`config.mk`:
```
export PLATFORM = sky130hd
export DESIGN_NAME = aibio_pvtmon_meas_ctrl
export DESIGN_NICKNAME = d
export VERILOG_FILES = /design/src/rtl/aibio_pvtmon_meas_ctrl.sv
export SDC_FILE = /design/constraint.sdc
export NUM_CORES = 1
export LEC_CHECK = 0
export BUFFER_PORTS_ARGS = -buffer_cell sky130_fd_sc_hd__buf_2
export CAP_MARGIN = 20
export CELL_PAD_IN_SITES_DETAIL_PLACEMENT = 1
export CELL_PAD_IN_SITES_GLOBAL_PLACEMENT = 2
export CORE_MARGIN = 2
export CORE_UTILIZATION = 30
export CTS_BUF_LIST = sky130_fd_sc_hd__clkbuf_16
export DETAILED_ROUTE_END_ITERATION = 8
export PLACE_DENSITY_LB_ADDON = 0.1
export SYNTH_ARGS = -nofsm -noshare
export SYNTH_HDL_FRONTEND = slang
export SYNTH_SLANG_ARGS = --single-unit
```
`constraint.sdc`:
```
create_clock -name clk -period 2.3 [get_ports clk]
set_input_delay 0.345 -clock clk [delete_from_list [all_inputs] [get_ports clk]]
set_output_delay 0.345 -clock clk [all_outputs]
set_load 0.01 [all_outputs]
```
`src/rtl/aibio_pvtmon_meas_ctrl.sv`:
```
// rtl/aibio_pvtmon_meas_ctrl.sv - PVT monitor ripple-counter measurement sequencer.
// Optional 4-iteration averaging is enabled with `define PVTMON_AVG_EN.
module aibio_pvtmon_meas_ctrl #(
  parameter int CNT_W      = 10,
  parameter int WIN_W      = 12,
  parameter int SETTLE_CYC = 4
) (
  input  logic             clk,
  input  logic             rst,
  input  logic             start,
  input  logic [WIN_W-1:0] win_len,
  input  logic [CNT_W-1:0] ctr_cnt,
  output logic             ctr_rb,
  output logic             ctr_din,
  output logic             busy,
  output logic             meas_valid,
  output logic [CNT_W-1:0] meas_data,
  input  logic             meas_ack,
  input  logic [CNT_W-1:0] thr_hi,
  input  logic [CNT_W-1:0] thr_lo,
  output logic             alarm_hi,
  output logic             alarm_lo,
  output logic             cap_err
);

  typedef enum logic [2:0] {
    S_IDLE, S_CLR, S_RUN, S_SETTLE, S_CAP_S, S_CAP_C, S_DONE
  } state_t;

  state_t state, state_n;

  logic [WIN_W-1:0] win_q;
  logic [WIN_W-1:0] cnt;
  logic [CNT_W-1:0] s1;
  logic [1:0]       mis_cnt;
  logic [CNT_W-1:0] res_q;
  logic             ahi_q, alo_q, err_q;

  logic             cap_eq, cap_last, cap_done, iter_last, fin_err;
  logic [CNT_W-1:0] cap_val, fin_val;

  assign cap_eq   = (ctr_cnt == s1);
  assign cap_last = !cap_eq && (mis_cnt == 2'd3);
  assign cap_done = cap_eq || cap_last;
  assign cap_val  = cap_eq ? s1 : ctr_cnt;

`ifdef PVTMON_AVG_EN
  logic [1:0]       iter;
  logic [CNT_W+1:0] acc;
  logic [CNT_W+1:0] sum_n;
  logic             err_any;

  assign sum_n     = acc + {2'b00, cap_val};
  assign iter_last = (iter == 2'd3);
  assign fin_val   = sum_n[CNT_W+1:2];
  assign fin_err   = err_any | cap_last;
`else
  assign iter_last = 1'b1;
  assign fin_val   = cap_val;
  assign fin_err   = cap_last;
`endif

  always_ff @(posedge clk) begin
    if (rst) state <= S_IDLE;
    else     state <= state_n;
  end

  always_comb begin
    state_n = state;
    case (state)
      S_IDLE:   if (start) state_n = S_CLR;
      S_CLR:    if (cnt == '0) state_n = S_RUN;
      S_RUN:    if (cnt == '0) state_n = S_SETTLE;
      S_SETTLE: if (cnt == '0) state_n = S_CAP_S;
      S_CAP_S:  state_n = S_CAP_C;
      S_CAP_C:  begin
        if (!cap_done)      state_n = S_CAP_S;
        else if (iter_last) state_n = S_DONE;
        else                state_n = S_CLR;
      end
      S_DONE:   if (meas_ack) state_n = S_IDLE;
      default:  state_n = S_IDLE;
    endcase
  end

  // Outputs are a registered image of the current state, so every strobe lags the state by one edge.
  always_ff @(posedge clk) begin
    if (rst) begin
      win_q      <= '0;
      cnt        <= '0;
      s1         <= '0;
      mis_cnt    <= '0;
      res_q      <= '0;
      ahi_q      <= 1'b0;
      alo_q      <= 1'b0;
      err_q      <= 1'b0;
      ctr_rb     <= 1'b0;
      ctr_din    <= 1'b0;
      busy       <= 1'b0;
      meas_valid <= 1'b0;
      meas_data  <= '0;
      alarm_hi   <= 1'b0;
      alarm_lo   <= 1'b0;
      cap_err    <= 1'b0;
`ifdef PVTMON_AVG_EN
      iter       <= '0;
      acc        <= '0;
      err_any    <= 1'b0;
`endif
    end else begin
      ctr_rb     <= (state == S_RUN) || (state == S_SETTLE) || (state == S_CAP_S) ||
                    (state == S_CAP_C) || (state == S_DONE);
      ctr_din    <= (state == S_RUN);
      busy       <= (state != S_IDLE) && (state != S_DONE);
      meas_valid <= (state == S_DONE);
      case (state)
        S_IDLE: begin
          if (start) begin
            win_q    <= (win_len == '0) ? WIN_W'(1) : win_len;
            cnt      <= WIN_W'(1);
            alarm_hi <= 1'b0;
            alarm_lo <= 1'b0;
            cap_err  <= 1'b0;
            ahi_q    <= 1'b0;
            alo_q    <= 1'b0;
            err_q    <= 1'b0;
`ifdef PVTMON_AVG_EN
            iter     <= '0;
            acc      <= '0;
            err_any  <= 1'b0;
`endif
          end
        end
        S_CLR: begin
          mis_cnt <= '0;
          if (cnt == '0) cnt <= win_q - WIN_W'(1);
          else           cnt <= cnt - WIN_W'(1);
        end
        S_RUN: begin
          if (cnt == '0) cnt <= WIN_W'(SETTLE_CYC - 1);
          else           cnt <= cnt - WIN_W'(1);
        end
        S_SETTLE: cnt <= cnt - WIN_W'(1);
        S_CAP_S:  s1 <= ctr_cnt;
        S_CAP_C: begin
          if (!cap_done) begin
            mis_cnt <= mis_cnt + 2'd1;
          end else if (iter_last) begin
            res_q <= fin_val;
            ahi_q <= (fin_val > thr_hi);
            alo_q <= (fin_val < thr_lo);
            err_q <= fin_err;
          end
`ifdef PVTMON_AVG_EN
          else begin
            acc     <= sum_n;
            err_any <= fin_err;
            iter    <= iter + 2'd1;
            cnt     <= WIN_W'(1);
          end
`endif
        end
        S_DONE: begin
          meas_data <= res_q;
          alarm_hi  <= ahi_q;
          alarm_lo  <= alo_q;
          cap_err   <= err_q;
        end
        default: ;
      endcase
    end
  end

endmodule
```
==> impl_summary.md <==
Setup path
The category of the worst setup path capture point is a flop. Counting stages on the worst path, the most repeated cell is sky130_fd_sc_hd__a21oi_1. Traced cell by cell, the critical path runs through inv_1 -> ha_1 -> or4b_4 -> o41ai_4 -> a21oi_1 -> a21oi_1 -> o211ai_1. The worst setup path is launched from a flop. The minimum setup slack among reg-to-reg paths is 0.17 ns.

The startpoint identified for the worst register-to-register timing path is cnt[1]$_SDFFE_PP0P_. The worst stage delay on the critical path is 0.52 ns. The number of cells on the worst reg-to-reg path is 7. The critical path in this run is classified as flop to flop.

The slowest cell on the critical path is sky130_fd_sc_hd__or4b_4. The kind of cell with the highest combined delay along the critical path is compound AO/OA/AOI/OAI gates. The worst flop-to-flop path endpoint is cnt[9]$_SDFFE_PP0P_. The sum of buffers and inverters on the critical path is 1.

For the worst setup path, the data arrival time is 2.34 ns. Along the worst path, the maximum fanout reaches 5. The required time of the critical path is 2.51 ns.

Timing
For the pin with the worst max-slew slack, the measured transition is 0.665 ns. Timing would allow up to 0.470 GHz. The worst setup margin is roughly 0.17 ns. The final critical delay including setup and external delays is 2.13 ns. The number of slew-limit violations in the final report is 0. The number of failing hold endpoints at the final stage is 0. In the finished design, the share of the clock period the worst path needs comes to 0.926. The count of final setup violators is 0. For the final database, setup skew stands at about 0.010 ns. The worst slew margin relative to its limit is 0.556. The summed negative setup slack over all endpoints is 0 ns.

On the final layout, the worst hold slack is 0.259 ns. Setup repair after global routing left no endpoint under its margin.

Global routing
The initial antenna violation count was 0. The first global-routing pass estimated 20.2 mm of wire. The via count of the first global-routing pass is ~4000. The overflow left after global routing is 0. Entering global routing, the biggest net connects 35 pins. The global-route total usage across every layer is 0.178.

Route
The total via count after detailed routing is approximately 3900. The DRC violation total after the first TritonRoute iteration is around 140. The pre-antenna-repair detailed-routing pass consisted of 4 iterations. Dividing the detail-routed via count by the number of cells gives 5.07.

Dividing the detail-routed wire length by the instance count gives 15.9 um. In the routed design, unresolved DRC markers number 0. In this run the remaining antenna-violating nets after routing total 0.

The sum of routed wire length over all layers is around 12 mm.

Flow run
The reported max-cap violation count is 0.

Synthesis
The synthesized design spends more area on one cell type than any other, namely sky130_fd_sc_hd__dfxtp_1. In the synthesized netlist, the number of instances is 511. The most repeated cell in the gate-level netlist after synthesis is sky130_fd_sc_hd__nand2_1. The share of the Yosys chip area taken by registers is 0.341.

For this run, the leading register cell type out of synthesis is sky130_fd_sc_hd__dfxtp_1. The async set-reset flop share out of synthesis is 0. Synthesis instantiated 52 different standard cells from the library. Of the post-synthesis cell area, the dominant cell type holds 0.341. Counting flops with a built-in enable in the synthesized netlist gives 0. Ranked by total cell area, the synthesized netlist is headed by sky130_fd_sc_hd__dfxtp_1 (34%), sky130_fd_sc_hd__ha_1 (8.3%), sky130_fd_sc_hd__nand2_1 (7.3%). Synthesis inferred 69 register bits. When the netlist entered floorplanning its net count stood at 584. Each instance of the synthesized netlist takes up on average around 8 sq um. The number of synthesis warnings is 0. The area of the mapped netlist is approximately 0.004 sq mm.

By count the netlist is led by sky130_fd_sc_hd__nand2_1 (79), sky130_fd_sc_hd__dfxtp_1 (69), sky130_fd_sc_hd__a21oi_1 (48), sky130_fd_sc_hd__nor2_1 (38), sky130_fd_sc_hd__clkbuf_1 (30).

CTS
In this run, CTS created clock tree buffers numbering 9. TritonCTS built the clock tree. The clock reaches the later pin of the worst-skew pair after between 0.3 and 0.4 ns. The library cell used as clock root buffer is sky130_fd_sc_hd__clkbuf_16. After clock tree synthesis, the clock-pin slew on the worst setup and hold paths is 0.06 ns. The deepest clock path buffer count is 2. The number of hold buffers added after CTS was 0. The H-tree generated during clock tree synthesis spans 3 levels. The clock drives approximately 70 sinks.

Floorplan
From left edge to right edge, the die measures 120 um. The initialized floorplan defines 42 standard-cell rows. The die covers 0.0145 sq mm.

The core region is 0.0132 sq mm. In this run the count of I/O pins placed on the die edge is 63. Measured along the y axis, the die boundary spans 120 um. The starting density of the core is 0.307.

Finish
Relative to the synthesized area, the layout overhead comes to 25.4%. The share of the core filled with cells is 0.385. The number of antenna diodes in the final layout is 0.

The share of cells above drive strength 1 is 0.230. The count of nets after finishing is about 650.

Power
The leakage power of the design is 2.21 nW. Power comes to around 5.6 mW. The worst-case IR drop observed on VDD is 0.380 mV. For this design the ratio of total power to cell area is 1100 mW/mm^2.

Hold path
The worst hold path terminates at win_q[2]$_SDFFE_PP0P_. The worst hold path was traced through 3 stages. The worst min-delay path class is input port to flop. In this run the most critical hold path is launched from win_len[2].

Place
The HPWL reported at the end of detailed placement is roughly 9.5 mm. The weighted congestion at the end of routability-driven global placement is ~0.82. The pre-CTS setup slack is -0.0163 ns. The port buffer count is slightly above 60.

Run status
The run finished with clean final reports.
==> report_power, final <==
part	internal (mW)	switching, mW
Clock	0.943	0.545
Sequential	1.33	0.133
Combinational	1.17	1.48
Total	3.44	2.16
==> flip-flops by register name (all words and copies together), names as in the netlist <==
register,cells
meas_data,10
meas_valid,1
err_q,1
alo_q,1
ctr_din,1
state,3
s1,10
ahi_q,1
busy,1
cnt,12
ctr_rb,1
alarm_lo,1
mis_cnt,2
win_q,12
alarm_hi,1
res_q,10
cap_err,1
==> worst reg2reg max path, delay by kind of cell, from the launching register on <==
kind | cells | cell delay (ns)
AOI/OAI and AO/OA | 4 | 0.89
and+or+nand+nor | 1 | 0.52
DFF | 1 | 0.33
adders and majority gates | 1 | 0.18
buffers and inverters | 1 | 0.08
==> how the worst max path moves through the flow <==
stage / startpoint / endpoint / slack [ns] / depth (start not counted)
floorplan: cnt[0]$_SDFFE_PP0P_ / state[0]$_SDFFE_PP0P_ / 0.14 / 7
global placement: cnt[1]$_SDFFE_PP0P_ / cnt[8]$_SDFFE_PP0P_ / 0.08 / 7
detailed placement: cnt[1]$_SDFFE_PP0P_ / cnt[10]$_SDFFE_PP0P_ / -0.02 / 7
CTS: cnt[1]$_SDFFE_PP0P_ / cnt[7]$_SDFFE_PP0P_ / 0.005 / 7
global route: cnt[1]$_SDFFE_PP0P_ / cnt[2]$_SDFFE_PP0P_ / 0.01 / 8
finish: cnt[1]$_SDFFE_PP0P_ / cnt[9]$_SDFFE_PP0P_ / 0.17 / 7
==> per-layer routing <==
metal,GRT usage,vias up,wire [um]
li1,-,1943,-
met4,0.0574,0,198
met5,0,-,0
met2,0.327,40,6330
met1,0.207,1867,5280
met3,0.0335,13,312
==> kinds of logic after synthesis <==
kind of cell / Yosys count / share of synthesized area
compound gates: 117 / 0.194
buf+inv: 67 / 0.0627
flops: 69 / 0.341
mux: 12 / 0.0296
fa+ha+maj: 27 / 0.0834
xor+xnor: 24 / 0.0519
simple gates: 195 / 0.237
==> layout make-up <==
type | count | area [sq um]
clock inverters | 7 | 90.1
well taps | 176 | 220
repair buffers | 96 | 578
inverters | 30 | 113
flip-flops and latches | 69 | 1380
clock buffers | 9 | 225
multi-input cells | 375 | 2470
fillers | 1589 | 8110
==> cells in the final DEF (no fill, tap or decap), types with 3 or more instances in the layout <==
cell type	netlist	final
sky130_fd_sc_hd__a211oi_1	5	4
sky130_fd_sc_hd__a21oi_1	48	48
sky130_fd_sc_hd__a22oi_1	7	7
sky130_fd_sc_hd__a31oi_1	4	4
sky130_fd_sc_hd__a41o_1	11	11
sky130_fd_sc_hd__and2_1	3	3
sky130_fd_sc_hd__buf_2	2	62
sky130_fd_sc_hd__buf_4	0	33
sky130_fd_sc_hd__clkbuf_16	0	9
sky130_fd_sc_hd__clkinv_1	2	3
sky130_fd_sc_hd__dfxtp_1	69	69
sky130_fd_sc_hd__ha_1	27	27
sky130_fd_sc_hd__inv_1	28	28
sky130_fd_sc_hd__mux2i_1	12	12
sky130_fd_sc_hd__nand2_1	79	79
sky130_fd_sc_hd__nand2b_1	5	5
sky130_fd_sc_hd__nand3_1	4	4
sky130_fd_sc_hd__nand3b_1	5	5
sky130_fd_sc_hd__nand4_1	10	10
sky130_fd_sc_hd__nor2_1	38	37
sky130_fd_sc_hd__nor3_1	10	9
sky130_fd_sc_hd__nor3b_1	6	6
sky130_fd_sc_hd__nor4_1	9	8
sky130_fd_sc_hd__o211ai_1	6	6
sky130_fd_sc_hd__o21ai_0	15	15
sky130_fd_sc_hd__o31ai_1	5	5
sky130_fd_sc_hd__or2_2	4	4
sky130_fd_sc_hd__or3_1	3	3
sky130_fd_sc_hd__or4_1	8	6
sky130_fd_sc_hd__or4_4	1	3
sky130_fd_sc_hd__xnor2_1	17	17
sky130_fd_sc_hd__xor2_1	7	7
==> timing repair <==
item                                    4_1_cts  5_1_grt
setup buffers                                 0        0
cloned                                        0        0
resized for setup                             2        7
endpoints found under the setup margin        3       10
==> stage by stage <==
step | area (sq um) | cells
after floorplan | 4050 | 511
after global placement | 4710 | 746
after detailed placement | 4710 | 746
after CTS | 5040 | 762
after global routing | 5080 | 762
final | 5080 | 762
Power figures use the tool's default switching activity.
